[src/rtl/dm_block_copy_pkg.sv]
// dm_block_copy_pkg: shared widths and FSM encoding for the DM block copier.
// Imported by dm_block_copy; no ports.
package dm_block_copy_pkg;

  localparam int unsigned DM_ADDR_W = 8;
  localparam int unsigned DM_DATA_W = 32;

  typedef enum logic [1:0] {
    S_IDLE  = 2'd0,
    S_READ  = 2'd1,
    S_WRITE = 2'd2,
    S_DONE  = 2'd3
  } dm_state_e;

endpackage

[src/rtl/dm_block_copy.sv]
// dm_block_copy: DM bus master copying Length words SrcAddr.. -> DstAddr..
// Ports: clock/reset, start+SrcAddr/DstAddr/Length in; DM MemRead/MemWrite/
//   Address/WriteData out, ReadData in; busy/done status out.
module dm_block_copy
  import dm_block_copy_pkg::*;
#(
  parameter int unsigned ADDR_W = DM_ADDR_W,
  parameter int unsigned DATA_W = DM_DATA_W
) (
  input  logic              clock,
  input  logic              reset,
  input  logic              start,
  input  logic [ADDR_W-1:0] SrcAddr,
  input  logic [ADDR_W-1:0] DstAddr,
  input  logic [ADDR_W-1:0] Length,
  output logic              MemRead,
  output logic              MemWrite,
  output logic [ADDR_W-1:0] Address,
  output logic [DATA_W-1:0] WriteData,
  input  logic [DATA_W-1:0] ReadData,
  output logic              busy,
  output logic              done
);

  dm_state_e         state_q;
  logic [ADDR_W-1:0] src_q;
  logic [ADDR_W-1:0] dst_q;
  logic [ADDR_W-1:0] len_q;
  logic [ADDR_W-1:0] idx_q;
  logic              rd_q;
  logic              wr_q;
  logic [ADDR_W-1:0] addr_q;
  logic [DATA_W-1:0] wdata_q;
  logic              busy_q;
  logic              done_q;

  // DM outputs are registered one state ahead, so each is valid for
  // exactly the cycle its state is active. wdata_q doubles as data_reg.
  always_ff @(posedge clock) begin
    if (reset) begin
      state_q <= S_IDLE;
      src_q   <= '0;
      dst_q   <= '0;
      len_q   <= '0;
      idx_q   <= '0;
      rd_q    <= 1'b0;
      wr_q    <= 1'b0;
      addr_q  <= '0;
      wdata_q <= '0;
      busy_q  <= 1'b0;
      done_q  <= 1'b0;
    end else begin
      rd_q   <= 1'b0;
      wr_q   <= 1'b0;
      addr_q <= '0;
      done_q <= 1'b0;
      unique case (state_q)
        S_IDLE: begin
          wdata_q <= '0;
          if (start) begin
            src_q  <= SrcAddr;
            dst_q  <= DstAddr;
            len_q  <= Length;
            idx_q  <= '0;
            busy_q <= 1'b1;
            if (Length == '0) begin
              state_q <= S_DONE;
              done_q  <= 1'b1;
            end else begin
              state_q <= S_READ;
              rd_q    <= 1'b1;
              addr_q  <= SrcAddr;
            end
          end
        end
        S_READ: begin
          state_q <= S_WRITE;
          wr_q    <= 1'b1;
          addr_q  <= dst_q + idx_q;
          wdata_q <= ReadData;
        end
        S_WRITE: begin
          wdata_q <= '0;
          idx_q   <= idx_q + ADDR_W'(1);
          if (idx_q == len_q - ADDR_W'(1)) begin
            state_q <= S_DONE;
            done_q  <= 1'b1;
          end else begin
            state_q <= S_READ;
            rd_q    <= 1'b1;
            addr_q  <= src_q + idx_q + ADDR_W'(1);
          end
        end
        S_DONE: begin
          state_q <= S_IDLE;
          busy_q  <= 1'b0;
          wdata_q <= '0;
        end
      endcase
    end
  end

  assign MemRead   = rd_q;
  assign MemWrite  = wr_q;
  assign Address   = addr_q;
  assign WriteData = wdata_q;
  assign busy      = busy_q;
  assign done      = done_q;

endmodule

[config.mk]
export PLATFORM = sky130hd
export DESIGN_NAME = dm_block_copy
export DESIGN_NICKNAME = d
export VERILOG_FILES = /design/src/rtl/dm_block_copy_pkg.sv /design/src/rtl/dm_block_copy.sv
export SDC_FILE = /design/constraint.sdc
export NUM_CORES = 1
export LEC_CHECK = 0
export CAP_MARGIN = 20
export CORE_MARGIN = 1.5
export CORE_UTILIZATION = 49
export CTS_BUF_LIST = sky130_fd_sc_hd__clkbuf_8
export DETAILED_ROUTE_END_ITERATION = 12
export PLACE_DENSITY = 0.94
export SLEW_MARGIN = 10
export SYNTH_ARGS = -nofsm -noshare
export SYNTH_HDL_FRONTEND = slang
export SYNTH_SLANG_ARGS = --single-unit
[constraint.sdc]
create_clock -name clock -period 2.42 [get_ports clock]
set_input_delay 0.242 -clock clock [delete_from_list [all_inputs] [get_ports clock]]
set_output_delay 0.242 -clock clock [all_outputs]
set_load 0.05 [all_outputs]
# == Word level (Yosys, flattened, before mapping) ==
# Index checks and enable logic that the tools add are counted.
# totals
ff_bits,78
# classes
add_sub_neg,5
n_eq_ne,5
muxes,22
n_reduce_logical,8
# ops
operator,n
$pmux W32 S2,1
$mux W8,4
$pmux W8 S3,1
$add A8 B1 Y8 const B,2
$add A8 B8 Y8,2
$pmux W8 S2,1
$eq A8 B8 Y1,1
$logic_not A8 Y1,1
$mux W1,8
$pmux W2 S4,1
$sub A8 B1 Y8 const B,1
$mux W2,3
$pmux W1 S2,3
$reduce_and A2 Y1,3
$eq A2 B2 Y1 const B,2
$reduce_bool A2 Y1,2
$reduce_or A3 Y1,1
$eq A2 B1 Y1 const B,1
$logic_not A2 Y1,1
$ne A2 B2 Y1 const B,1

# == Longest topological paths before layout ==
# Gate-level depths: netlist of the first run.
# depth
word_depth,4
depth_mapped,9
depth_no_buf,9

# == Least setup slack after synthesis of the first run ==
# No wires, ideal clock.
# synth_timing
path_kind,flip-flop to flip-flop
startpoint,register idx_q[0]
endpoint,"register addr_q[6], in the netlist Address[6]"
setup_ns,0.087
arrival_time_ns,1.889
required_time_ns,2.333
setup_slack_ns,0.444
stages_incl_launch_ff,10
path_buffers,0
cell_sequence,dfxtp_1 -> inv_1 -> ha_1 -> fa_1 -> nor2b_1 -> o21ai_0 -> a21boi_0 -> o21a_1 -> nor3_1 -> o31ai_1
# synth_via
elab_chain_len,4
word_cells_on_any_way,6
# synth_rtl
item,line,rtl
from (decl),dm_block_copy.sv:29,logic [ADDR_W-1:0] idx_q;
from (signal assigned),dm_block_copy.sv:84,idx_q <= idx_q + ADDR_W'(1);
$add A8 B8 Y8,dm_block_copy.sv:91,addr_q <= src_q + idx_q + ADDR_W'(1);
$add A8 B1 Y8,dm_block_copy.sv:91,
$mux W8,dm_block_copy.sv:85,if (idx_q == len_q - ADDR_W'(1)) begin
$pmux W8 S3 (*),dm_block_copy.sv:57,unique case (state_q)
to (signal assigned),dm_block_copy.sv:72,addr_q <= SrcAddr;
to (signal assigned),dm_block_copy.sv:79,addr_q <= dst_q + idx_q;
to (signal assigned),dm_block_copy.sv:91,
to (decl),dm_block_copy.sv:32,logic [ADDR_W-1:0] addr_q;
# Mark *: on every way between the ends. The rest lies on a longest branch, timed or not.
# A chain may end at the register's enable or synchronous reset.

# == Worst setup path in the final report of the first run ==
# Ends and elaborated chain as after synthesis.

==> flow_summary_export.csv, run 1 <==
group,metric,value,unit
global_routing,antenna_found_initial,0,
job,max-cap-violations,0,
die,pin_count,103,
sta,skew,0.007574,ns
logic_synthesis,synthesis.nets,476,
critical_path,worst_path_largest_cell_delay,0.45,ns
critical_path,worst-path-max-fanout,6,
sta,rsz0062_at_grt,"false",
cells_and_area,fillCellCount,500,
power,p_leak,1.955,nW
logic_synthesis,synthDistinctLibCells,49,
logic_synthesis,synthMuxAreaShare,0.002833,
logic_synthesis,synthTopCellsByCount,"dfxtp_1 (78), nand2_1 (61), a21oi_1 (38)",
detailed_routing,drcViolationCount,0,
logic_synthesis,yosysWarnings,0,
sta,hold_viol,0,
status,status,"complete, no violations",
cells_and_area,seqCellArea,1562,um^2
global_routing,overflow,0,
power,p_per_area,952.0,nW/um^2
global_routing,grt_pass1_wl,14860,um
logic_synthesis,synthAdderAreaFrac,0.08569,
sta,period_share,0.9557,
logic_synthesis,yosysMostFrequentCell,"dfxtp_1",
logic_synthesis,synth-compound-area-share,0.1569,
sta,finalSetupTns,0,ns
hold_path,min_path_type,"in2reg",
clock_network,cts_num_sinks,78,
clock_network,cts_buffers,9,
die,die_area,7729,um^2
clock_network,clockBufferDepth,2,
logic_synthesis,synth_area_leader_cell,"dfxtp_1",
clock_network,root_buffer,"clkbuf_8",
clock_network,clk_latency,0.36,ns
global_routing,grt_start_max_net_pins,33,
critical_path,crit_chain,"inv_1 > ha_1 > fa_1 > nor2b_1 > o21ai_0 > a21boi_1 > o21a_1 > nor3_1 > o31ai_1",
clock_network,htreeDepth,3,
cells_and_area,drive_gt1_frac,0.07157,
detailed_routing,first_pass_iters,5,
place,place.gp.congestion,0.9060,
logic_synthesis,synth-simple-area-share,0.2266,
logic_synthesis,dominantRegCellSynth,"dfxtp_1",
clock_network,cts_tree,"done",
critical_path,cp-end-kind,"flip-flop",
logic_synthesis,ys_async_sr_fraction,0,
cells_and_area,nNetsFinal,580,
critical_path,path_class,"reg2reg",
die,die_w,87.92,um
power,power,4.672,mW
detailed_routing,drt.antenna.violating_nets,0,
logic_synthesis,synth_edf_count,0,
sta,timing.fmax,432.4,MHz
place,port_buffers,102,
power,ir_drop,0.0006437,V
clock_network,cts_hold_buf,0,
sta,setup_violations,0,
detailed_routing,avgViaCountPerCell,5.579,
critical_path,cp_slowest_cell,"dfxtp_1",
logic_synthesis,synth_top_area_frac,0.4419,
clock_network,clkSlewWorstSetupHoldPaths,0.08,ns
logic_synthesis,synth_xor_area_frac,0.05453,
detailed_routing,num_vias,3342,
critical_path,startpoint_type,"flip-flop",
cells_and_area,areaGrowthSynthToFinish,38.88,%
sta,slew_headroom,0.5957,
logic_synthesis,synthTopCellsByArea,"dfxtp_1 (44%), ha_1 (7.4%), nand2_1 (6.5%)",
detailed_routing,drt-initial-drc-count,237,
die,fp.dieH,87.92,um
detailed_routing,finalWirelength,9194,um
cells_and_area,multi_input_area,1871,um^2
sta,fin_crit,2.313,ns
cells_and_area,num_antenna_cells,0,
logic_synthesis,avgSynthCellArea,8.968,um^2
sta,tightest_slew,0.6064,ns
logic_synthesis,syn-cell-area,3533,um^2
logic_synthesis,synth_top_family_by_area,"simple AND/OR/NAND/NOR gates",
critical_path,arrival,2.60,ns
critical_path,crit_buf_inv,1,
die,rows,30,
die,core_area,6869,um^2
detailed_routing,post_drt_wl_per_cell,15.35,um
critical_path,path_delay_family,"compound AO/OA/AOI/OAI gates",
sta,slew_violations,0,
logic_synthesis,synth_seq_cells,78,
place,dpl.hpwl,6695,um
die,start_util,0.5144,
global_routing,grt_usage,0.2530,
critical_path,crit_required,2.70,ns
logic_synthesis,ys_seq_area_frac,0.4419,
global_routing,grt_pass1_vias,3383,
logic_synthesis,synth_cells,394,
-- per-stage QoR --
stage            util  setup slack (ns)  instances  cell area (um^2)  hold WS [ns]
5_1_grt        0.7144          0.004211        599              4907        0.4186
3_5_place_dp   0.6814            0.1955        583              4681        0.4502
3_3_place_gp   0.6814            0.3059        583              4681        0.4482
2_1_floorplan       -            0.4441        394              3533        0.3637
6_report       0.7144            0.1071        599              4907        0.4229
4_1_cts        0.7137           0.07150        599              4902        0.4204
-- placed cells by master (no fill, tap or decap), drive strengths merged, types with 3 or more instances in the layout --
master	count
inv	13
o211ai	3
clkdlybuf4s50	102
and2	34
nand4	4
xnor2	10
dfxtp	78
o21ai	10
nand2	61
and3	3
ha	21
nand3	6
o21bai	3
nor3	5
clkbuf	9
or3	4
nor3b	4
nor2b	6
nand2b	3
a21oi	38
nor2	18
o21a	3
xor2	12
nor4	3
o22ai	6
buf	10
a32oi	8
-- per-layer routing --
| metal | vias up | track usage | part of all wire |
|---|---|---|---|
| met5 | - | 0 | 0 |
| met1 | 1513 | 0.2609 | 0.37 |
| met2 | 207 | 0.4268 | 0.47 |
| met4 | 0 | 0.1342 | 0.040 |
| li1 | 1567 | - | - |
| met3 | 55 | 0.1188 | 0.12 |
-- tightest hold or removal path, cell delays in order --
cell             delay [ns]
clkdlybuf4s50_1        0.39
nand2_1                0.06
a21oi_1                0.05
-- cell families (layout without fill, tap and decap cells) --
family,after synthesis,in the layout
simple gates,156,156
compound gates,85,85
flops,78,78
buf+inv,29,138
fa+ha+maj,23,23
xor+xnor,22,22
mux,1,1
-- worst paths after layout --
| check | from | to | slack [ns] | depth (start not counted) |
|---|---|---|---|---|
| worst max-delay path | idx_q[0] | Address[6] | 0.11 | 9 |
| worst min-delay path | DstAddr[2] | dst_q[2] | 0.42 | 3 |
| worst max register to register | idx_q[0] | Address[6] | 0.11 | 9 |
| worst min register to register | src_q[0] | src_q[0] | 0.46 | 2 |
-- power by group --
group          switching, mW  leakage, nW  total, mW  internal, mW
combinational           1.20         1.21       1.92         0.724
clock                  0.513        0.112       1.10         0.586
sequential             0.133        0.637       1.65          1.52
-- layout make-up --
class / instances / share of cell area
flip-flops and latches: 78 / 0.3182
multi-input cells: 287 / 0.3812
clock inverters: 7 / 0.01989
well taps: 96 / 0.02448
inverters: 10 / 0.007649
repair buffers: 112 / 0.2234
clock buffers: 9 / 0.02524
-- registers in the layout (all words and copies together), names as in the netlist --
name and cells:
Address 8, len_q 8, dst_q 8, busy 1, MemWrite 1, state_q 2, MemRead 1, done 1
src_q 8, idx_q 8, WriteData 32
-- repair_timing --
action / in CTS / in global routing
gates resized for setup: 0 / 2
setup buffers: 0 / 0
setup endpoints to repair: 0 / 5
endpoints found under the hold margin: 0 / 0
(Power assumes the default switching activity.)
==> inputs of run 2 (changes only) <==
Settings changed: CAP_MARGIN 20 to unset, CTS_CLUSTER_DIAMETER set to 200, SKIP_LAST_GASP set to 1.
==> results of run 2 <==
The final DEF is identical to that of run 1; final timing and power are the same.
==> inputs of run 3 (changes only) <==
Settings changed: CELL_PAD_IN_SITES_DETAIL_PLACEMENT set to 1, CELL_PAD_IN_SITES_GLOBAL_PLACEMENT set to 2, CORE_UTILIZATION 49 to 29, PLACE_DENSITY 0.94 to 0.95.
==> run 3 against run 2 <==
Effect of this change:
- non-clock buffer count up 2
- critical path type unchanged
- clock power up 10%
- design area up 2.1%
- core utilization down 30 points
- clock skew up 0.0022 ns
- critical path depth down 2
- wire length up 11%
- sequential power about the same
- largest cell class unchanged
- sequential share of layout area down 0.63 points
- power up 2.9%
- combinational power about the same
- worst hold slack worse by 0.00083 ns
==> flow_summary_export.csv, run 3 (synthesized netlist as in run 1, its figures left out) <==
group,metric,value,unit
critical_path,crit_required,2.66,ns
die,start_util,0.2954,
sta,fin_crit,2.135,ns
cells_and_area,nNetsFinal,582,
sta,timing.fmax,468.4,MHz
sta,tightest_slew,0.8166,ns
clock_network,clockBufferDepth,2,
power,p_per_area,959.6,nW/um^2
cells_and_area,final_common_cell,"clkdlybuf4s50_1",
sta,setup_violations,0,
cells_and_area,num_antenna_cells,0,
place,port_buffers,102,
place,dpl_cell_area,4760,um^2
global_routing,grt_pass1_wl,16570,um
sta,finalSetupTns,0,ns
global_routing,antenna_found_initial,0,
critical_path,startpoint_type,"flip-flop",
clock_network,cts_num_sinks,78,
power,ir_drop,0.0006114,V
die,core_area,11960,um^2
sta,slew_headroom,0.4550,
cells_and_area,drive_gt1_frac,0.07540,
clock_network,clk_latency,0.37,ns
detailed_routing,drt.antenna.violating_nets,0,
critical_path,path_class,"reg2reg",
place,place.gp.congestion,0.8574,
critical_path,cp-end-kind,"flip-flop",
die,rows,40,
global_routing,overflow,0,
cells_and_area,final_core_util,0.4188,
clock_network,root_buffer,"clkbuf_8",
clock_network,cts_hold_buf,0,
cells_and_area,layout_common_cells,"clkdlybuf4s50_1 (102), dfxtp_1 (77), nand2_1 (61)",
detailed_routing,finalWirelength,10210,um
clock_network,postCtsSetupBuffers,0,
critical_path,arrival,2.37,ns
cells_and_area,fin_area,5010,um^2
clock_network,cts_buffers,9,
detailed_routing,post_drt_wl_per_cell,15.69,um
sta,slew_violations,0,
hold_path,min_path_type,"in2reg",
detailed_routing,avgViaCountPerCell,4.899,
clock_network,htreeDepth,3,
cells_and_area,fillCellCount,1376,
detailed_routing,drt-initial-drc-count,120,
sta,period_share,0.8821,
die,pin_count,103,
die,die_w,113.4,um
sta,hold_viol,0,
clock_network,ctsResizeCount,0,
global_routing,grt_usage,0.1650,
place,dp_slack,0.1757,ns
die,die_area,12860,um^2
global_routing,grt_start_max_net_pins,33,
sta,timing.hold.ws,0.4220,ns
detailed_routing,num_vias,3189,
detailed_routing,first_pass_iters,4,
status,status,"complete, no violations",
global_routing,grt_pass1_vias,3434,
sta,setup_slack,0.2853,ns
cells_and_area,areaGrowthSynthToFinish,41.78,%
power,p_leak,1.975,nW
critical_path,worst-path-max-fanout,8,
cells_and_area,largest_reg_flops,32,
place,dpl.hpwl,7931,um
job,max-cap-violations,0,
clock_network,cts_tree,"done",
die,fp.dieH,113.4,um
sta,skew,0.009754,ns
sta,rsz0062_at_grt,"false",
clock_network,clkSlewWorstSetupHoldPaths,0.09,ns
cells_and_area,seqCellArea,1563,um^2
detailed_routing,drcViolationCount,0,
cells_and_area,multi_input_area,1872,um^2
==> run 3: worst paths after layout <==
check             startpoint          to  slack (ns)  cells after the start
setup / recovery    idx_q[1]  Address[7]        0.29                      7
hold reg to reg     src_q[6]    src_q[6]        0.47                      2
setup reg to reg    idx_q[1]  Address[7]        0.29                      7
hold / removal    DstAddr[0]    dst_q[0]        0.42                      3
==> run 3: power breakdown <==
group / switching [mW] / total (mW) / internal (mW) / leakage, nW
Sequential: 0.133 / 1.65 / 1.52 / 0.637
Clock: 0.519 / 1.21 / 0.692 / 0.122
Combinational: 1.21 / 1.95 / 0.731 / 1.22
Total: 1.87 / 4.81 / 2.94 / 1.98
==> run 3: metrics by stage <==
step	power, mW	instances
floorplan	2.937	394
global placement	3.568	636
global route	5.074	651
detailed placement	3.627	636
CTS	4.860	651
finish	4.807	651
==> run 3: routing by layer <==
layer,up-vias,share of wire,track usage,wire [um]
met5,-,0,0,0
met1,1495,0.43,0.1864,4380
li1,1568,-,-,-
met3,18,0.080,0.05420,817
met4,0,0.022,0.07667,226
met2,108,0.47,0.2828,4787
==> run 3: worst max-delay path: stages, from the launching register on <==
cell      delay [ns]
dfxtp_1         0.56
ha_1            0.31
a21oi_1         0.21
o211ai_1        0.16
a311oi_1        0.38
xnor2_1         0.12
a32oi_1         0.16
o22ai_1         0.10
==> run 3: layout make-up <==
class,count,share of cell area
Multi-Input combinational cell,287,0.3736
Sequential cell,78,0.3119
Timing Repair Buffer,114,0.2218
Tap cell,147,0.03671
Clock buffer,9,0.02473
Clock inverter,6,0.02373
Inverter,10,0.007493
